File: config.mk
export PLATFORM = sky130hd
export DESIGN_NAME = accum_op_feeder
export DESIGN_NICKNAME = d
export VERILOG_FILES = /design/src/rtl/accum_op_feeder.sv
export SDC_FILE = /design/constraint.sdc
export NUM_CORES = 1
export LEC_CHECK = 0
export ABC_AREA = 1
export CORE_UTILIZATION = 50
export CTS_BUF_LIST = sky130_fd_sc_hd__clkbuf_8 sky130_fd_sc_hd__clkbuf_16
export DETAILED_ROUTE_END_ITERATION = 10
export PLACE_DENSITY = 0.76
export SLEW_MARGIN = 15
export SYNTH_ARGS = -nofsm -noshare
export SYNTH_HDL_FRONTEND = slang
export SYNTH_SLANG_ARGS = --single-unit
export TNS_END_PERCENT = 20
File: constraint.sdc
create_clock -name i_clk -period 2.05 [get_ports i_clk]
set_input_delay 0.5125 -clock i_clk [delete_from_list [all_inputs] [get_ports i_clk]]
set_output_delay 0.5125 -clock i_clk [all_outputs]
set_load 0.1 [all_outputs]
File: src/rtl/accum_op_feeder.sv
// Command FIFO and operand sequencer feeding an add/subtract accumulator.
// Optional overflow stall: define ACCUM_FEEDER_OVF_STALL_EN.
module accum_op_feeder #(
  parameter int DATA_W = 8,
  parameter int DEPTH  = 4,
  parameter int REP_W  = 4
) (
  input  logic              i_clk,
  input  logic              ni_rst,
  input  logic              i_valid,
  output logic              o_ready,
  input  logic [1:0]        i_op,
  input  logic [REP_W-1:0]  i_rep,
  input  logic [DATA_W-1:0] i_data,
  input  logic              i_flush,
  input  logic              i_ovf,
  input  logic              i_resume,
  output logic              o_add_sub,
  output logic [DATA_W-1:0] o_a,
  output logic              o_acc_en,
  output logic              o_acc_clr,
  output logic              o_busy,
  output logic              o_ovf_halt,
  output logic [15:0]       o_beat_cnt
);

  localparam int AW = (DEPTH > 1) ? $clog2(DEPTH) : 1;
  localparam int EW = 2 + REP_W + DATA_W;
  localparam logic [AW:0]      PTR_ONE = 1;
  localparam logic [REP_W-1:0] REP_ONE = 1;
  localparam logic [1:0] OP_ADD = 2'b00;
  localparam logic [1:0] OP_SUB = 2'b01;
  localparam logic [1:0] OP_CLR = 2'b10;

  typedef enum logic [1:0] {S_IDLE, S_ISSUE, S_CLR} state_t;

  logic [EW-1:0]     mem_q [DEPTH];
  logic [AW:0]       wr_q, rd_q;
  logic              empty, full, push, pop, advance, halt_eff, freeze;
  logic [EW-1:0]     head;
  logic [1:0]        head_op;
  logic [REP_W-1:0]  head_rep;
  logic [DATA_W-1:0] head_data;

  state_t            state_q;
  logic [REP_W-1:0]  rem_q;
  logic [DATA_W-1:0] a_q;
  logic              sub_q, acc_en_q, clr_q;
  logic [15:0]       cnt_q;

  assign empty   = (wr_q == rd_q);
  assign full    = (wr_q[AW] != rd_q[AW]) && (wr_q[AW-1:0] == rd_q[AW-1:0]);
  assign o_ready = !full && !i_flush;
  assign push    = i_valid && o_ready;

  assign head      = mem_q[rd_q[AW-1:0]];
  assign head_op   = head[EW-1 -: 2];
  assign head_rep  = head[DATA_W +: REP_W];
  assign head_data = head[DATA_W-1:0];

  // A new command may be taken when idle, after a clear, or on the final beat.
  assign advance = (state_q == S_IDLE) || (state_q == S_CLR) ||
                   ((state_q == S_ISSUE) && (rem_q == '0));
  assign pop     = advance && !empty && !halt_eff && !i_flush;
  assign freeze  = halt_eff && (state_q != S_IDLE);

  always_ff @(posedge i_clk) begin
    if (push) mem_q[wr_q[AW-1:0]] <= {i_op, i_rep, i_data};
  end

  always_ff @(posedge i_clk or negedge ni_rst) begin
    if (!ni_rst) begin
      wr_q <= '0;
      rd_q <= '0;
    end else if (i_flush) begin
      rd_q <= wr_q;
    end else begin
      if (push) wr_q <= wr_q + PTR_ONE;
      if (pop)  rd_q <= rd_q + PTR_ONE;
    end
  end

  // rem_q counts beats still to issue after the one currently on o_acc_en.
  always_ff @(posedge i_clk or negedge ni_rst) begin
    if (!ni_rst) begin
      state_q  <= S_IDLE;
      rem_q    <= '0;
      a_q      <= '0;
      sub_q    <= 1'b0;
      acc_en_q <= 1'b0;
      clr_q    <= 1'b0;
      cnt_q    <= '0;
    end else begin
      if (acc_en_q) cnt_q <= cnt_q + 16'd1;
      if (i_flush) begin
        state_q  <= S_IDLE;
        acc_en_q <= 1'b0;
        clr_q    <= 1'b0;
      end else if (freeze) begin
        acc_en_q <= 1'b0;
        clr_q    <= 1'b0;
      end else if (pop) begin
        case (head_op)
          OP_ADD, OP_SUB: begin
            state_q  <= S_ISSUE;
            a_q      <= head_data;
            sub_q    <= head_op[0];
            rem_q    <= (head_rep == '0) ? '0 : head_rep - REP_ONE;
            acc_en_q <= 1'b1;
            clr_q    <= 1'b0;
          end
          OP_CLR: begin
            state_q  <= S_CLR;
            acc_en_q <= 1'b0;
            clr_q    <= 1'b1;
          end
          default: begin
            state_q  <= S_IDLE;
            acc_en_q <= 1'b0;
            clr_q    <= 1'b0;
          end
        endcase
      end else begin
        case (state_q)
          S_ISSUE: begin
            if (rem_q != '0) begin
              rem_q    <= rem_q - REP_ONE;
              acc_en_q <= 1'b1;
            end else begin
              state_q  <= S_IDLE;
              acc_en_q <= 1'b0;
            end
          end
          S_CLR: begin
            state_q <= S_IDLE;
            clr_q   <= 1'b0;
          end
          default: begin
            state_q  <= S_IDLE;
            acc_en_q <= 1'b0;
            clr_q    <= 1'b0;
          end
        endcase
      end
    end
  end

`ifdef ACCUM_FEEDER_OVF_STALL_EN
  logic halt_q, acc_en_d1_q;

  // Overflow reported by the accumulator one cycle after the offending beat.
  always_ff @(posedge i_clk or negedge ni_rst) begin
    if (!ni_rst) begin
      halt_q      <= 1'b0;
      acc_en_d1_q <= 1'b0;
    end else begin
      acc_en_d1_q <= acc_en_q;
      if (i_flush || i_resume)      halt_q <= 1'b0;
      else if (i_ovf && acc_en_d1_q) halt_q <= 1'b1;
    end
  end

  assign halt_eff   = halt_q && !i_resume;
  assign o_ovf_halt = halt_q;
`else
  logic unused_ovf_inputs;
  assign unused_ovf_inputs = i_ovf ^ i_resume;
  assign halt_eff   = 1'b0;
  assign o_ovf_halt = 1'b0;
`endif

  assign o_add_sub  = sub_q;
  assign o_a        = a_q;
  assign o_acc_en   = acc_en_q;
  assign o_acc_clr  = clr_q;
  assign o_beat_cnt = cnt_q;
  assign o_busy     = (state_q != S_IDLE) || !empty;

endmodule

Word-level counts from Yosys, hierarchy flattened
Memories as Yosys holds them, arrays and structs flattened.
Cells that the tools add are included.
{"block": "op_classes", "n_bitwise": 1, "n_reduce_logical": 25, "eq_ne": 11, "n_mux": 23, "add_sub_neg": 5}
{"cell": "$mux 4", "n": 5}
{"cell": "$add 16x1->16 const B", "n": 1}
{"cell": "$mux 1", "n": 10}
{"cell": "$logic_not 4->1", "n": 2}
{"cell": "$mux 2", "n": 4}
{"cell": "$reduce_bool 2->1", "n": 4}
{"cell": "$sub 4x1->4 const B", "n": 2}
{"cell": "$add 3x1->3 const B", "n": 2}
{"cell": "$logic_and 1x1->1", "n": 6}
{"cell": "$mux 3", "n": 2}
{"cell": "$ne 3x3->1 const B", "n": 2}
{"cell": "$eq 2x1->1 const B", "n": 2}
{"cell": "$eq 2x2->1 const B", "n": 2}
{"cell": "$logic_not 2->1", "n": 2}
{"cell": "$ne 4x4->1 const B", "n": 1}
{"cell": "$pmux 2 s2", "n": 1}
{"cell": "$reduce_and 4->1", "n": 1}
{"cell": "$reduce_bool 4->1", "n": 1}
{"cell": "$eq 3x3->1", "n": 1}
{"cell": "$logic_not 1->1", "n": 3}
{"cell": "$logic_or 1x1->1", "n": 3}
{"cell": "$reduce_and 3->1", "n": 1}
{"cell": "$eq 2x2->1", "n": 1}
{"cell": "$ne 2x1->1 const B", "n": 1}
{"cell": "5 further kinds", "n": 5}
{"block": "word_totals", "wordCells": 75, "register_bits": 39, "inputBits": 20, "ram_bits": 56, "memories": 1}
{"name": "mem_q", "depth": 4, "width": 14, "read_ports": 1, "rd_ports_with_merged_regs": 0, "write_ports": 1, "line": "37", "rtl": "logic [EW-1:0] mem_q [DEPTH];"}

Longest topological paths before layout
{"block": "depth", "depth_word": 7, "depth_mapped": 14}

Worst setup path before layout
OpenSTA, ideal clock, no wires.
{"block": "synth_timing", "kind": "register to register", "from": "register acc_en_q, in the netlist o_acc_en", "to": "register cnt_q[15], in the netlist o_beat_cnt[15]", "path_slack_ps": -159, "arrival_time_ps": 2051, "n_path_buf": 1, "stages_incl_launch_ff": 10, "period_less_slack_ps": 2209, "cell_sequence": "dfrtp_1 > buf_4 > nand2_1 > nor2_2 > nand2_2 > nor2_2 > nand3_1 > nor2_1 > nand2_1 > xnor2_1"}
{"item": "from (decl)", "line": "48", "rtl": "logic sub_q, acc_en_q, clr_q;"}
{"item": "from (signal assigned)", "line": "90", "rtl": "acc_en_q <= 1'b0;"}
{"item": "from (signal assigned)", "line": "97", "rtl": "acc_en_q <= 1'b0;"}
{"item": "from (signal assigned)", "line": "100", "rtl": "acc_en_q <= 1'b0;"}
{"item": "to (signal assigned)", "line": "94", "rtl": "if (acc_en_q) cnt_q <= cnt_q + 16'd1;"}
{"item": "to (decl)", "line": "49", "rtl": "logic [15:0] cnt_q;"}

Worst setup path after layout
{"block": "layout_timing", "from": "register rd_q[0]", "to": "output port o_busy"}
{"block": "layout_between", "elab_chain_cells": 3}
{"item": "from (decl)", "line": "38", "rtl": "logic [AW:0] wr_q, rd_q;"}
{"item": "from (signal assigned)", "line": "76", "rtl": "rd_q <= wr_q;"}
{"item": "from (signal assigned)", "line": "79", "rtl": "if (pop) rd_q <= rd_q + PTR_ONE;"}
{"item": "$eq 3x3->1", "line": "51", "rtl": "assign empty = (wr_q == rd_q);"}
{"item": "$logic_not 1->1", "line": "177", "rtl": "assign o_busy = (state_q != S_IDLE) || !empty;"}
{"item": "$logic_or 1x1->1", "line": "177"}
{"item": "to (decl)", "line": "22", "rtl": "output logic o_busy,"}
No other way between the ends.

==> impl_metrics.csv <==
group,metric,value,unit
run_status,status,"finished, violations left",
run_status,violations,"setup timing",
yosys,yosysWarnings,0,
grt,use_met1,29.27,%
yosys,yosysTopAreaCell,"edfxtp_1",
timing,worst_slack,-0.08070,ns
route,drt_iter0_markers,169,
worst_setup_path,r2r_cells,13,
clocking,clk_pin_slew_worst_paths,0.10,ns
floorplanning,chipHeight,92.60,um
yosys,synth_top_family_by_area,"simple AND/OR/NAND/NOR gates",
grt,grt-ovfl-total,0,
worst_setup_path,start_kind,"register",
yosys,synth_area,0.004104,mm2
timing,timing.fmax,0.4693,GHz
timing,max_slew_margin,64.34,%
cells_and_area,layout-drive-gt1-share,21.59,%
yosys,synthMuxAreaShare,0.2744,%
place,place_congestion,0.8233,
yosys,synthTopCellsByCount,"106 x nand2_1, 56 x edfxtp_1, 39 x dfrtp_1",
clocking,insertion_delay,0.37,ns
cells_and_area,antenna_cells,0,
yosys,ys.flop_type,"edfxtp_1",
yosys,synth-simple-area-share,18.99,%
route,drc,0,
timing,slew_viol_final,0,
place,dpl.hpwl,5223,um
place,dp_slack,0.1130,ns
cells_and_area,utilization,65.86,%
timing,fin_crit,2.131,ns
yosys,synth_seq_cells,95,
clocking,cts_hold_repair.buffers,0,
floorplanning,rows,32,
pwr,peakVddDrop,0.5335,mV
timing,hold_viol,0,
grt,top_usage_layer,"met2",
yosys,synth_edf_count,56,
cells_and_area,seqCellArea,0.002663,mm2
grt,grt_pass1_vias,2793,
route,vias,2904,
clocking,root_buffer,"clkbuf_8",
yosys,synth_area_leaders,"edfxtp_1 41%, dfrtp_1 24%, nand2_1 9.7%",
cells_and_area,syn_to_final_growth,25.95,%
worst_setup_path,reg2reg_to,"rem_q[3]",
place,numPortBuffers,46,
grt,track_usage,21.26,%
yosys,synth_compound_area_share,5.152,%
cells_and_area,fillCellCount,578,
clocking,cts_made_buffers,9,
route,vias_per_cell,5.223,
worst_setup_path,critPathMaxFanout,4,
yosys,synth_most_common_cell,"nand2_1",
route,ant_nets,0,
grt,grt_max_degree,29,
floorplanning,ios,50,
floorplanning,die_w,92.60,um
yosys,yosysSeqAreaShare,64.76,%
worst_setup_path,critPathRequiredTime,1.54,ns
clocking,clk_path_buf_depth,2,
yosys,syn_avg_cell_area,10.74,um2
yosys,synthAdderAreaFrac,2.134,%
job,maxCapViolations,0,
route,dr.pass1.iters,4,
yosys,synth_cell_type_count,33,
grt,met3_usage,3.530,%
yosys,synth_nets,409,
floorplanning,dieArea,0.008574,mm2
worst_setup_path,r2r-start,"rem_q[0]",
hold_path,hp-class,"in2async",
pwr,leakage,2.230,nW
grt,met2_usage,33.09,%
clocking,clock-sinks,95,
timing,finalSetupViolCount,1,
timing,tightest_slew,0.5350,ns
clocking,cts_tree,"built",
yosys,synthXorXnorAreaFrac,3.628,%
clocking,cts_htree_levels,3,
pwr,total_power,0.007917,W
cells_and_area,final_nets,476,
worst_setup_path,worst_setup_path_end_kind,"primary output",
yosys,synth_cells,382,
floorplanning,core,0.007848,mm2
yosys,yosys.area.top_type_share,40.98,%
route,wl_per_cell,14.49,um
grt,antenna_found_initial,0,
worst_setup_path,reg2reg_slack,0.21,ns
timing,fin_worst_skew,0.01250,ns
timing,post-route-period-util,103.9,%
route,routed_wirelength,8056,um
cells_and_area,multi_input_area,0.001257,mm2
yosys,async_reset_ff_share,41.05,%
timing,rsz0062_at_grt,"true",
pwr,power_density,1532,mW/mm2
worst_setup_path,critPathKind,"reg2out",
floorplanning,initial_utilization,52.30,%
worst_setup_path,worstPathArrival,1.62,ns
grt,grt_first_pass_wirelength,13770,um
[flip-flops by register name, summed over array words and instances (netlist names)]
signal,count
mem_q,56
o_beat_cnt,16
o_a,8
rem_q,4
rd_q,3
wr_q,3
state_q,2
o_acc_clr,1
o_acc_en,1
o_add_sub,1
[placed cells by master, fill, tap and decap left out, drive strengths merged, types with 2 or more instances in the layout]
cell type / count
nand2: 111
edfxtp: 56
buf: 51
dfrtp: 39
inv: 37
nor2: 35
nand3: 23
o21ai: 19
clkdlybuf4s50: 16
xor2: 12
clkbuf: 9
o22ai: 8
ha: 7
nand4: 5
xnor2: 5
a21oi: 4
nor3: 4
o221ai: 3
clkinv: 2
[logic make-up (layout without fill, tap and decap cells)]
logic type / after synthesis / in the layout
mux: 1 / 1
other cells: 1 / 1
buf+inv: 45 / 117
fa+ha+maj: 7 / 7
simple gates: 180 / 180
xor+xnor: 17 / 17
flops: 95 / 95
compound gates: 36 / 36
[layer usage]
metal / up-vias / routed length, um
li1: 1405 / -
met1: 1376 / 3563
met2: 103 / 3838
met3: 20 / 455
met4: 0 / 199
met5: - / 0
[per-stage QoR]
step,cells,hold WS [ns],TNS (ns),area [um2]
4_1_cts,554,0.1201,-0.06794,5149
6_report,556,0.1088,-0.08070,5169
3_5_place_dp,532,0.4669,0,4880
3_3_place_gp,532,0.4658,0,4880
5_1_grt,556,0.1352,-0.1420,5169
2_1_floorplan,382,0.2169,0,4108
[cell type report]
cell class | instances | share of cell area [%]
clock buffers | 9 | 2.397
flip-flops and latches | 95 | 51.51
well taps | 102 | 2.469
clock inverters | 7 | 1.719
inverters | 34 | 2.518
repair buffers | 67 | 15.06
multi-input cells | 242 | 24.33
[worst max-delay path: stages (launching register included)]
cell     delay [ns]
dfrtp_2        0.45
inv_2          0.07
nand2_2        0.05
nand2_2        0.07
nand3_2        0.09
or3_4          0.35
buf_12         0.17
[timing repair]
item	in CTS	in global routing
gates resized for setup	4	5
setup buffers	6	2
pin swaps	1	1
setup endpoints to repair	1	1
[power breakdown]
group | switching, W | total [W] | internal (W)
Clock | 0.000706 | 0.00129 | 0.000589
Combinational | 0.00269 | 0.00392 | 0.00122
Sequential | 0.000274 | 0.00270 | 0.00243
[worst max-delay path by stage]
stage                        from  slack [ns]              to
global placement          i_flush        0.17     mem_q[2][4]
floorplan           o_beat_cnt[0]       0.003  o_beat_cnt[15]
finish                    rd_q[0]       -0.08          o_busy
global route              rd_q[0]       -0.14          o_busy
detailed placement        i_flush        0.11     mem_q[1][0]
CTS                       rd_q[0]       -0.07          o_busy
Note: power is estimated with default switching activity, not from simulation.
